[config.mk]
export PLATFORM = sky130hd
export DESIGN_NAME = mem_port_arbiter
export DESIGN_NICKNAME = d
export VERILOG_FILES = /design/src/rtl/mem_pkg.sv /design/src/rtl/mem_lane_fmt.sv /design/src/rtl/mem_port_arbiter.sv
export SDC_FILE = /design/constraint.sdc
export NUM_CORES = 1
export LEC_CHECK = 0
export ABC_AREA = 1
export BUFFER_PORTS_ARGS = -buffer_cell sky130_fd_sc_hd__buf_4
export CAP_MARGIN = 15
export CORE_ASPECT_RATIO = 1.1
export CORE_MARGIN = 8
export CORE_UTILIZATION = 41
export CTS_CLUSTER_DIAMETER = 150
export DETAILED_ROUTE_END_ITERATION = 10
export PLACE_DENSITY_LB_ADDON = 0.2
export SLEW_MARGIN = 20
export SYNTH_ARGS = -nofsm -noshare
export SYNTH_HDL_FRONTEND = slang
export SYNTH_SLANG_ARGS = --single-unit
export TNS_END_PERCENT = 30
[constraint.sdc]
create_clock -name clk -period 2.24 [get_ports clk]
set_input_delay 0.224 -clock clk [delete_from_list [all_inputs] [get_ports clk]]
set_output_delay 0.224 -clock clk [all_outputs]
set_load 0.05 [all_outputs]
[src/rtl/mem_pkg.sv]
// Shared definitions for the memory port arbiter.
//   - access size codes for the data port
//   - arbiter FSM state encoding
//   - grant identifiers for the two requesters
//   - alignment/legality check for data-port accesses
package mem_pkg;

    localparam logic [1:0] SZ_B = 2'b00;
    localparam logic [1:0] SZ_H = 2'b01;
    localparam logic [1:0] SZ_W = 2'b10;

    typedef enum logic [1:0] {
        ST_IDLE = 2'd0,
        ST_RD   = 2'd1,
        ST_WAIT = 2'd2,
        ST_WR   = 2'd3
    } state_e;

    localparam logic GNT_I = 1'b0;
    localparam logic GNT_D = 1'b1;

    // 1 when a data access can't be performed: misaligned half/word or the
    // reserved size code.
    function automatic logic access_err(input logic [1:0] size, input logic [1:0] off);
        logic err;
        case (size)
            SZ_B:    err = 1'b0;
            SZ_H:    err = off[0];
            SZ_W:    err = (off != 2'b00);
            default: err = 1'b1;
        endcase
        return err;
    endfunction

endpackage

[src/rtl/mem_lane_fmt.sv]
// Combinational lane formatter between the RAM word and the data port.
//   rword_i  : word read from RAM
//   off_i    : byte offset within the word (address bits [1:0])
//   size_i   : access size code
//   sext_i   : sign-extend sub-word loads
//   wdata_i  : right-aligned store data
//   load_o   : extracted and extended load result
//   merge_o  : rword_i with the addressed lanes replaced by store data
//              (full wdata_i for word accesses)
module mem_lane_fmt
    import mem_pkg::*;
(
    input  logic [31:0] rword_i,
    input  logic [1:0]  off_i,
    input  logic [1:0]  size_i,
    input  logic        sext_i,
    input  logic [31:0] wdata_i,
    output logic [31:0] load_o,
    output logic [31:0] merge_o
);

    logic [7:0]  byte_v;
    logic [15:0] half_v;

    always_comb begin
        byte_v  = rword_i[{off_i, 3'b000} +: 8];
        half_v  = off_i[1] ? rword_i[31:16] : rword_i[15:0];
        load_o  = rword_i;
        merge_o = rword_i;
        case (size_i)
            SZ_B: begin
                load_o = {{24{sext_i & byte_v[7]}}, byte_v};
                merge_o[{off_i, 3'b000} +: 8] = wdata_i[7:0];
            end
            SZ_H: begin
                load_o = {{16{sext_i & half_v[15]}}, half_v};
                if (off_i[1]) begin
                    merge_o[31:16] = wdata_i[15:0];
                end else begin
                    merge_o[15:0] = wdata_i[15:0];
                end
            end
            default: begin
                // Word: no extension, whole word replaced.
                load_o  = rword_i;
                merge_o = wdata_i;
            end
        endcase
    end

endmodule

[src/rtl/mem_port_arbiter.sv]
// Shares one single-port synchronous RAM between the fetch port (i_*) and
// the load/store port (d_*). Round-robin arbitration in IDLE, sub-word
// stores done as read-modify-write, loads lane-extracted and extended.
//   clk, rst           : clock, synchronous active-high reset
//   i_req/i_addr       : fetch request (word-aligned, addr[1:0] ignored)
//   i_ready            : fetch accepted this cycle
//   i_valid/i_rdata    : fetched word, one-cycle pulse
//   d_req/d_we/d_addr/d_size/d_sext/d_wdata : data request
//   d_ready            : data request accepted this cycle
//   d_valid/d_rdata/d_err : completion pulse, load data, error flag
//   m_addr/m_we/m_wdata/m_rdata : RAM interface (read data 1 cycle late)
//   dbg_state          : current FSM state
//
// Handshake: a requester holds req and its fields stable until it sees
// ready high in a cycle; that cycle is the accept. Exactly one ready can be
// high in a cycle and only in IDLE. Completion is a one-cycle valid pulse.
module mem_port_arbiter
    import mem_pkg::*;
#(
    parameter int ADDR_W = 14
) (
    input  logic              clk,
    input  logic              rst,
    input  logic              i_req,
    input  logic [ADDR_W-1:0] i_addr,
    output logic              i_ready,
    output logic              i_valid,
    output logic [31:0]       i_rdata,
    input  logic              d_req,
    input  logic              d_we,
    input  logic [ADDR_W-1:0] d_addr,
    input  logic [1:0]        d_size,
    input  logic              d_sext,
    input  logic [31:0]       d_wdata,
    output logic              d_ready,
    output logic              d_valid,
    output logic [31:0]       d_rdata,
    output logic              d_err,
    output logic [ADDR_W-3:0] m_addr,
    output logic              m_we,
    output logic [31:0]       m_wdata,
    input  logic [31:0]       m_rdata,
    output logic [1:0]        dbg_state
);

    state_e            state_q, state_d;
    logic              last_grant_q, last_grant_d;
    logic              port_q, port_d;
    logic              we_q, we_d;
    logic [1:0]        size_q, size_d;
    logic              sext_q, sext_d;
    logic [ADDR_W-1:0] addr_q, addr_d;
    logic [31:0]       wdata_q, wdata_d;
    logic [31:0]       mwdata_q, mwdata_d;
    logic              i_valid_q, i_valid_d;
    logic              d_valid_q, d_valid_d;
    logic              d_err_q, d_err_d;
    logic [31:0]       i_rdata_q, i_rdata_d;
    logic [31:0]       d_rdata_q, d_rdata_d;

    logic              gnt;
    logic              any_req;
    logic              d_is_err;
    logic [31:0]       fmt_load;
    logic [31:0]       fmt_merge;

    mem_lane_fmt u_lane_fmt (
        .rword_i (m_rdata),
        .off_i   (addr_q[1:0]),
        .size_i  (size_q),
        .sext_i  (sext_q),
        .wdata_i (wdata_q),
        .load_o  (fmt_load),
        .merge_o (fmt_merge)
    );

    // Round-robin: on contention the port that did not win last time wins.
    always_comb begin
        any_req  = i_req | d_req;
        d_is_err = access_err(d_size, d_addr[1:0]);
        if (i_req && d_req) begin
            gnt = (last_grant_q == GNT_I) ? GNT_D : GNT_I;
        end else begin
            gnt = d_req ? GNT_D : GNT_I;
        end
    end

    always_comb begin
        state_d      = state_q;
        last_grant_d = last_grant_q;
        port_d       = port_q;
        we_d         = we_q;
        size_d       = size_q;
        sext_d       = sext_q;
        addr_d       = addr_q;
        wdata_d      = wdata_q;
        mwdata_d     = mwdata_q;
        i_rdata_d    = i_rdata_q;
        d_rdata_d    = d_rdata_q;
        i_valid_d    = 1'b0;
        d_valid_d    = 1'b0;
        d_err_d      = 1'b0;
        i_ready      = 1'b0;
        d_ready      = 1'b0;

        case (state_q)
            ST_IDLE: begin
                if (any_req && !rst) begin
                    last_grant_d = gnt;
                    port_d       = gnt;
                    if (gnt == GNT_I) begin
                        i_ready = 1'b1;
                        addr_d  = i_addr;
                        we_d    = 1'b0;
                        size_d  = SZ_W;
                        sext_d  = 1'b0;
                        state_d = ST_RD;
                    end else begin
                        d_ready = 1'b1;
                        addr_d  = d_addr;
                        we_d    = d_we;
                        size_d  = d_size;
                        sext_d  = d_sext;
                        if (d_is_err) begin
                            // Rejected without touching the RAM.
                            d_valid_d = 1'b1;
                            d_err_d   = 1'b1;
                        end else if (d_we && d_size == SZ_W) begin
                            mwdata_d = d_wdata;
                            state_d  = ST_WR;
                        end else begin
                            // Loads and sub-word stores both read first.
                            wdata_d = d_wdata;
                            state_d = ST_RD;
                        end
                    end
                end
            end
            ST_RD: begin
                state_d = ST_WAIT;
            end
            ST_WAIT: begin
                if (port_q == GNT_I) begin
                    i_rdata_d = m_rdata;
                    i_valid_d = 1'b1;
                    state_d   = ST_IDLE;
                end else if (we_q) begin
                    mwdata_d = fmt_merge;
                    state_d  = ST_WR;
                end else begin
                    d_rdata_d = fmt_load;
                    d_valid_d = 1'b1;
                    state_d   = ST_IDLE;
                end
            end
            ST_WR: begin
                d_valid_d = 1'b1;
                state_d   = ST_IDLE;
            end
            default: begin
                state_d = ST_IDLE;
            end
        endcase
    end

    always_ff @(posedge clk) begin
        if (rst) begin
            state_q      <= ST_IDLE;
            last_grant_q <= GNT_I;
            port_q       <= GNT_I;
            we_q         <= 1'b0;
            size_q       <= SZ_W;
            sext_q       <= 1'b0;
            addr_q       <= '0;
            wdata_q      <= '0;
            mwdata_q     <= '0;
            i_valid_q    <= 1'b0;
            d_valid_q    <= 1'b0;
            d_err_q      <= 1'b0;
            i_rdata_q    <= '0;
            d_rdata_q    <= '0;
        end else begin
            state_q      <= state_d;
            last_grant_q <= last_grant_d;
            port_q       <= port_d;
            we_q         <= we_d;
            size_q       <= size_d;
            sext_q       <= sext_d;
            addr_q       <= addr_d;
            wdata_q      <= wdata_d;
            mwdata_q     <= mwdata_d;
            i_valid_q    <= i_valid_d;
            d_valid_q    <= d_valid_d;
            d_err_q      <= d_err_d;
            i_rdata_q    <= i_rdata_d;
            d_rdata_q    <= d_rdata_d;
        end
    end

    // The RAM address simply follows the captured request; writes only
    // happen in WR, and never while reset is held.
    assign m_addr    = addr_q[ADDR_W-1:2];
    assign m_we      = (state_q == ST_WR) && !rst;
    assign m_wdata   = mwdata_q;
    assign i_valid   = i_valid_q;
    assign i_rdata   = i_rdata_q;
    assign d_valid   = d_valid_q;
    assign d_err     = d_err_q;
    assign d_rdata   = d_rdata_q;
    assign dbg_state = state_q;

endmodule

# Word-level counts from Yosys, hierarchy flattened
# Index checks and enable logic that the tools add are counted.
# Widths: inputs -> output; s select.
# word_totals
regBits	152
output_inout_bits	116
wordCells	97
# op_classes
addsub	1
eq_ne	13
shift	3
mux	40
bitwise	9
n_reduce_logical	18
# op_table
operator	count
$mux 32	6
$pmux 32 s2	3
$mux 16	3
$bwmux 32	1
$shift 8x7->32 const A	1
$shiftx 32x6->8	1
$shiftx 8x7->32	1
$mux 1	16
$mux 14	1
$mux 2	7
$ne 2x2->1 const B	6
$pmux 2 s4	1
$neg 5->7	1
$reduce_and 7->1	1
$eq 2x1->1 const B	3
$eq 2x2->1 const B	3
$logic_not 2->1	3
$not 1->1	6
$pmux 1 s3	2
$reduce_and 2->1	3
$reduce_and 5->1	1
$logic_and 1x1->1	4
$reduce_bool 2->1	2
$reduce_or 2->1	2
5 further kinds	6

# Depth between registers and ports, before layout
# logic_depth
depth_word	7
mapped_depth	12
mapped_depth_nobuf	10

# By module
# Synthesis repeated with hierarchy kept, for this count alone.
# unflattened
hier_cells	1296
hier_area_um2	8171.6
# by_module_without_submodules
mod	n_inst	cells_each	area_per_inst_um2
mem_port_arbiter	1	916	6393.6
mem_lane_fmt	1	380	1778.0

# Least setup slack after synthesis
# No wires, ideal clock.
# synth_path
path_type	register to register
start	register addr_q[0]
end	register mwdata_q[25] (netlist: m_wdata[25])
setup_time_ns	0.064
arrival_ns	1.760
required_time_ns	2.176
slack_ns	0.415
path_stages_with_launch	12
path_buffers	2
synth_period_minus_slack_ns	1.825
path_cell_list	dfxtp_1 -> buf_4 -> clkinv_1 -> ha_1 -> buf_2 -> nor2_1 -> nand2_1 -> o21ai_0 -> nand2_1 -> a21oi_1 -> nor2_1 -> nor2_1
# synth_via
elab_chain_cells	7
elab_cells_between_ends	8
cone_classes	add/sub (1); shift (2); mux (5)
# synth_lines
item	line_no	source
from (decl)	mem_port_arbiter.sv:52	logic [ADDR_W-1:0] addr_q, addr_d;
from (signal assigned)	mem_port_arbiter.sv:189	addr_q <= addr_d;
$neg 5->7 (*)	mem_lane_fmt.sv:33	merge_o[{off_i, 3'b000} +: 8] = wdata_i[7:0];
$shiftx 8x7->32 / $shift 8x7->32 (equally long branches)	mem_lane_fmt.sv:33	
$bwmux 32 (*)	mem_lane_fmt.sv:33	
$pmux 32 s2 (*)	mem_lane_fmt.sv:30	case (size_i)
$mux 32 (*)	mem_port_arbiter.sv:147	end else if (we_q) begin
$mux 32 (*)	mem_port_arbiter.sv:143	if (port_q == GNT_I) begin
$pmux 32 s2 (*)	mem_port_arbiter.sv:106	case (state_q)
to (signal assigned)	mem_port_arbiter.sv:191	mwdata_q <= mwdata_d;
to (decl)	mem_port_arbiter.sv:54	logic [31:0] mwdata_q, mwdata_d;
# Mark *: on every way between the ends. The rest lies on a longest branch, timed or not. The select of a mux whose other input is x is not followed.
# A chain may end at the register's enable or synchronous reset.

==> run_results.csv <==
group,metric,value,unit
status,status,"finished, final reports clean",
clock_network,cts_root_buf,"sky130_fd_sc_hd__clkbuf_16",
cells_and_area,layout.filler_cells,1954,
floorplan,row_count,53,
power_and_ir_drop,share_seq_of_total_power,0.410,
timing,relSlewSlack,0.562,
timing,timing_worst_slew_pin_value,655,ps
critical_path,capturing_element_type_of_the_critical_path,"output pin",
worst_hold_path,hold_path_class,"input pin to register",
global_route,globalRoute.totalOverflow,0,
floorplan,die_area,0.0239,mm^2
timing,report.final.setup_viol,0,
cells_and_area,multiInputGateArea,0.00409,mm^2
critical_path,setup.worst_path.start_class,"register",
power_and_ir_drop,cellInternalPower,4.89,mW
cells_and_area,layout-area-overhead-vs-synth,28.3,%
power_and_ir_drop,switching_share,0.300,
drt,routed_wirelength,28200,um
power_and_ir_drop,static_power_due_to_leakage,4.45,nW
place,dpl.hpwl,20800,um
cells_and_area,mostFrequentLayoutCells,"sky130_fd_sc_hd__nand2_1 (354), sky130_fd_sc_hd__buf_4 (239), sky130_fd_sc_hd__nor2_1 (175), sky130_fd_sc_hd__dfxtp_1 (151), sky130_fd_sc_hd__a21oi_1 (136)",
cells_and_area,final_instance_count_excl_fillers,1656,
clock_network,clock_insertion_delay_at_the_later_pin_of_the_skew_report,440,ps
logic_synthesis,synth_area,0.00788,mm^2
critical_path,worstPathCellList,"nand2_1 > nand2_1 > inv_1 > nor2_2 > buf_4",
floorplan,die_w,148,um
cells_and_area,drive_gt1_frac,0.211,
global_route,first_pass_grt_wire_length,44200,um
drt,drt_iter0_drc,737,
logic_synthesis,ys_ff_latch,152,
timing,rsz0062_at_grt,"false",
drt,post-route-drc-count,0,
power_and_ir_drop,switchingPower,2.10,mW
critical_path,max_stage_delay,410,ps
drt,vias_per_cell,5.20,
clock_network,tritoncts,"done",
logic_synthesis,postSynthAreaPerCell,6.40,um^2
power_and_ir_drop,power-per-cell-area,691,mW/mm^2
logic_synthesis,yosysTopAreaCellShare,0.386,
clock_network,path_clk_slew,70,ps
critical_path,critPathRequiredTime,2020,ps
clock_network,cts_max_level,4,
logic_synthesis,ys_seq_area_frac,0.386,
drt,routed_wire_length_per_instance,17.1,um
timing,max_freq,0.481,GHz
flow_run,cap_viol_max_count,0,
critical_path,critical_path_class,"register to output pin",
global_route,first_global_vias,8097,
cells_and_area,final_cell_area,0.0101,mm^2
drt,detail-route-antenna-nets,0,
logic_synthesis,syn-num-nets,1336,
floorplan,start_util,0.416,
logic_synthesis,synth.yosys.warnings,0,
drt,overall_via_count_from_detail_route,8617,
power_and_ir_drop,power.ir.vdd_worst,538,uV
cells_and_area,layout.nets,1502,
floorplan,io-pin-count,216,
logic_synthesis,library_cell_with_the_largest_summed_area_after_synthesis,"sky130_fd_sc_hd__dfxtp_1",
timing,final.period_utilization,0.928,
cells_and_area,area.sequential,0.00304,mm^2
cells_and_area,n_antenna_cell,0,
cells_and_area,leading_cell_type_in_the_layout_fill_and_taps_excluded,"sky130_fd_sc_hd__nand2_1",
place,dpl-instance-area,0.00952,mm^2
global_route,initial_antenna_violation_count,0,
power_and_ir_drop,clkPwrFrac,0.415,
timing,period_needed,2080,ps
clock_network,cts.path.max_buffers,2,
place,placed_cells_incl_taps,1625,
drt,detail_route.first_pass.iterations,7,
power_and_ir_drop,pwr-share-comb,0.176,
critical_path,cpMostUsedCell,"sky130_fd_sc_hd__nand2_1",
logic_synthesis,synth_area_leaders,"sky130_fd_sc_hd__dfxtp_1 (39%), sky130_fd_sc_hd__nand2_1 (17%), sky130_fd_sc_hd__a21oi_1 (8.6%), sky130_fd_sc_hd__nor2_1 (8.3%), sky130_fd_sc_hd__o21ai_0 (7.4%)",
logic_synthesis,synth_cell_types,33,
timing,clock-skew-final,15.0,ps
critical_path,cpLargestDelayFamily,"simple AND/OR/NAND/NOR gates",
timing,setup_total_negative_slack,0,ps
place,gp_congestion,0.896,
floorplan,placeableCoreArea,0.0190,mm^2
place,port_buffer_count,215,
logic_synthesis,synthCells,1231,
global_route,groute.usage.overall,0.230,
timing,slew_viols_final,0,
floorplan,die_h,161,um
critical_path,slowest_stage,"sky130_fd_sc_hd__dfxtp_1",
critical_path,cp_data_arrival_time,1850,ps
critical_path,crit_buf_inv,2,
cells_and_area,final_core_util,0.533,
clock_network,cts_buffers,17,
timing,timing_hold_violations_final,0,
critical_path,path_max_fanout,9,
global_route,grt_max_degree,82,
clock_network,sink_count,152,
[logic make-up (layout without fill, tap and decap cells)]
logic type               Yosys count  after routing  share of synthesized area
buffers and inverters            160            338                     0.0959
flip-flops                       152            152                      0.386
AO/OA/AOI/OAI                    295            295                      0.197
adder cells (fa/ha/maj)            5              5                    0.00794
AND/OR/NAND/NOR                  619            619                      0.313
[state kept, by name, indices dropped and copies added (netlist names)]
register and count:
dbg_state 2, wdata_q 32, port_q 1, d_valid 1, addr_q 14, m_wdata 32
d_err 1, d_rdata 32, size_q 2, sext_q 1, i_valid 1, i_rdata 32
we_q 1
[cells in the mapped netlist (all sizes together)]
cell type / instances
o21ai: 122
o22ai: 8
a21oi: 137
a22oi: 1
nand2: 358
or2: 8
clkinv: 3
clkbuf: 40
nand3: 63
ha: 5
o211ai: 7
nand4: 7
nor3: 1
buf: 54
and3: 1
o31ai: 1
a21boi: 2
dfxtp: 152
nor2: 181
a41oi: 1
inv: 63
a31oi: 15
a211oi: 1
[final timing paths]
kind | startpoint | endpoint | slack, ps | depth (start not counted)
worst max-delay path | port_q | i_ready | 160 | 5
worst min-delay path | d_addr[5] | addr_q[5] | 50 | 3
worst max register to register | addr_q[1] | m_wdata[20] | 290 | 10
worst min register to register | i_rdata[18] | i_rdata[18] | 460 | 2
[per-layer routing]
metal | global-route usage | routed length (um) | up-vias | part of all wire
li1 | - | - | 4313 | -
met1 | 0.280 | 11600 | 3904 | 0.41
met2 | 0.381 | 13600 | 355 | 0.48
met3 | 0.0616 | 2340 | 45 | 0.083
met4 | 0.0872 | 746 | 0 | 0.026
met5 | 0 | 0 | - | 0
[worst min-delay path, stage by stage]
cell and delay (ps):
sky130_fd_sc_hd__buf_4 70, sky130_fd_sc_hd__nand2_1 40, sky130_fd_sc_hd__a31oi_1 110
[through the flow]
step | power, mW | hold slack, ps | setup WS [ps]
3_3_place_gp | 4.13 | 450 | 349
5_1_grt | 7.27 | 47.7 | 6.22
2_1_floorplan | 3.69 | 369 | 415
4_1_cts | 7.03 | 29.5 | 113
3_5_place_dp | 4.14 | 453 | 328
6_report | 6.99 | 45.1 | 162
[layout make-up]
class                   count  share of cell area
well taps                 247              0.0306
repair buffers            241               0.181
multi-input cells         919               0.404
inverters                  66              0.0251
clock buffers              20              0.0442
clock inverters            11              0.0137
flip-flops and latches    152               0.301
[power by group through the flow]
stage | registers (mW) | logic [mW] | clock network [mW]
4_1_cts | 2.86 | 1.22 | 2.94
6_report | 2.86 | 1.23 | 2.90
5_1_grt | 2.87 | 1.34 | 3.06
3_5_place_dp | 2.92 | 1.22 | 0
3_3_place_gp | 2.92 | 1.21 | 0
2_1_floorplan | 3.03 | 0.655 | 0
[timing repair]
item | CTS | global route
hold buffers | 0 | 0
buffers inserted | 0 | 0
endpoints found under the hold margin | 0 | 0
resized for setup | 0 | 2
setup endpoints to repair | 0 | 3
Note: power is estimated with default switching activity, not from simulation.
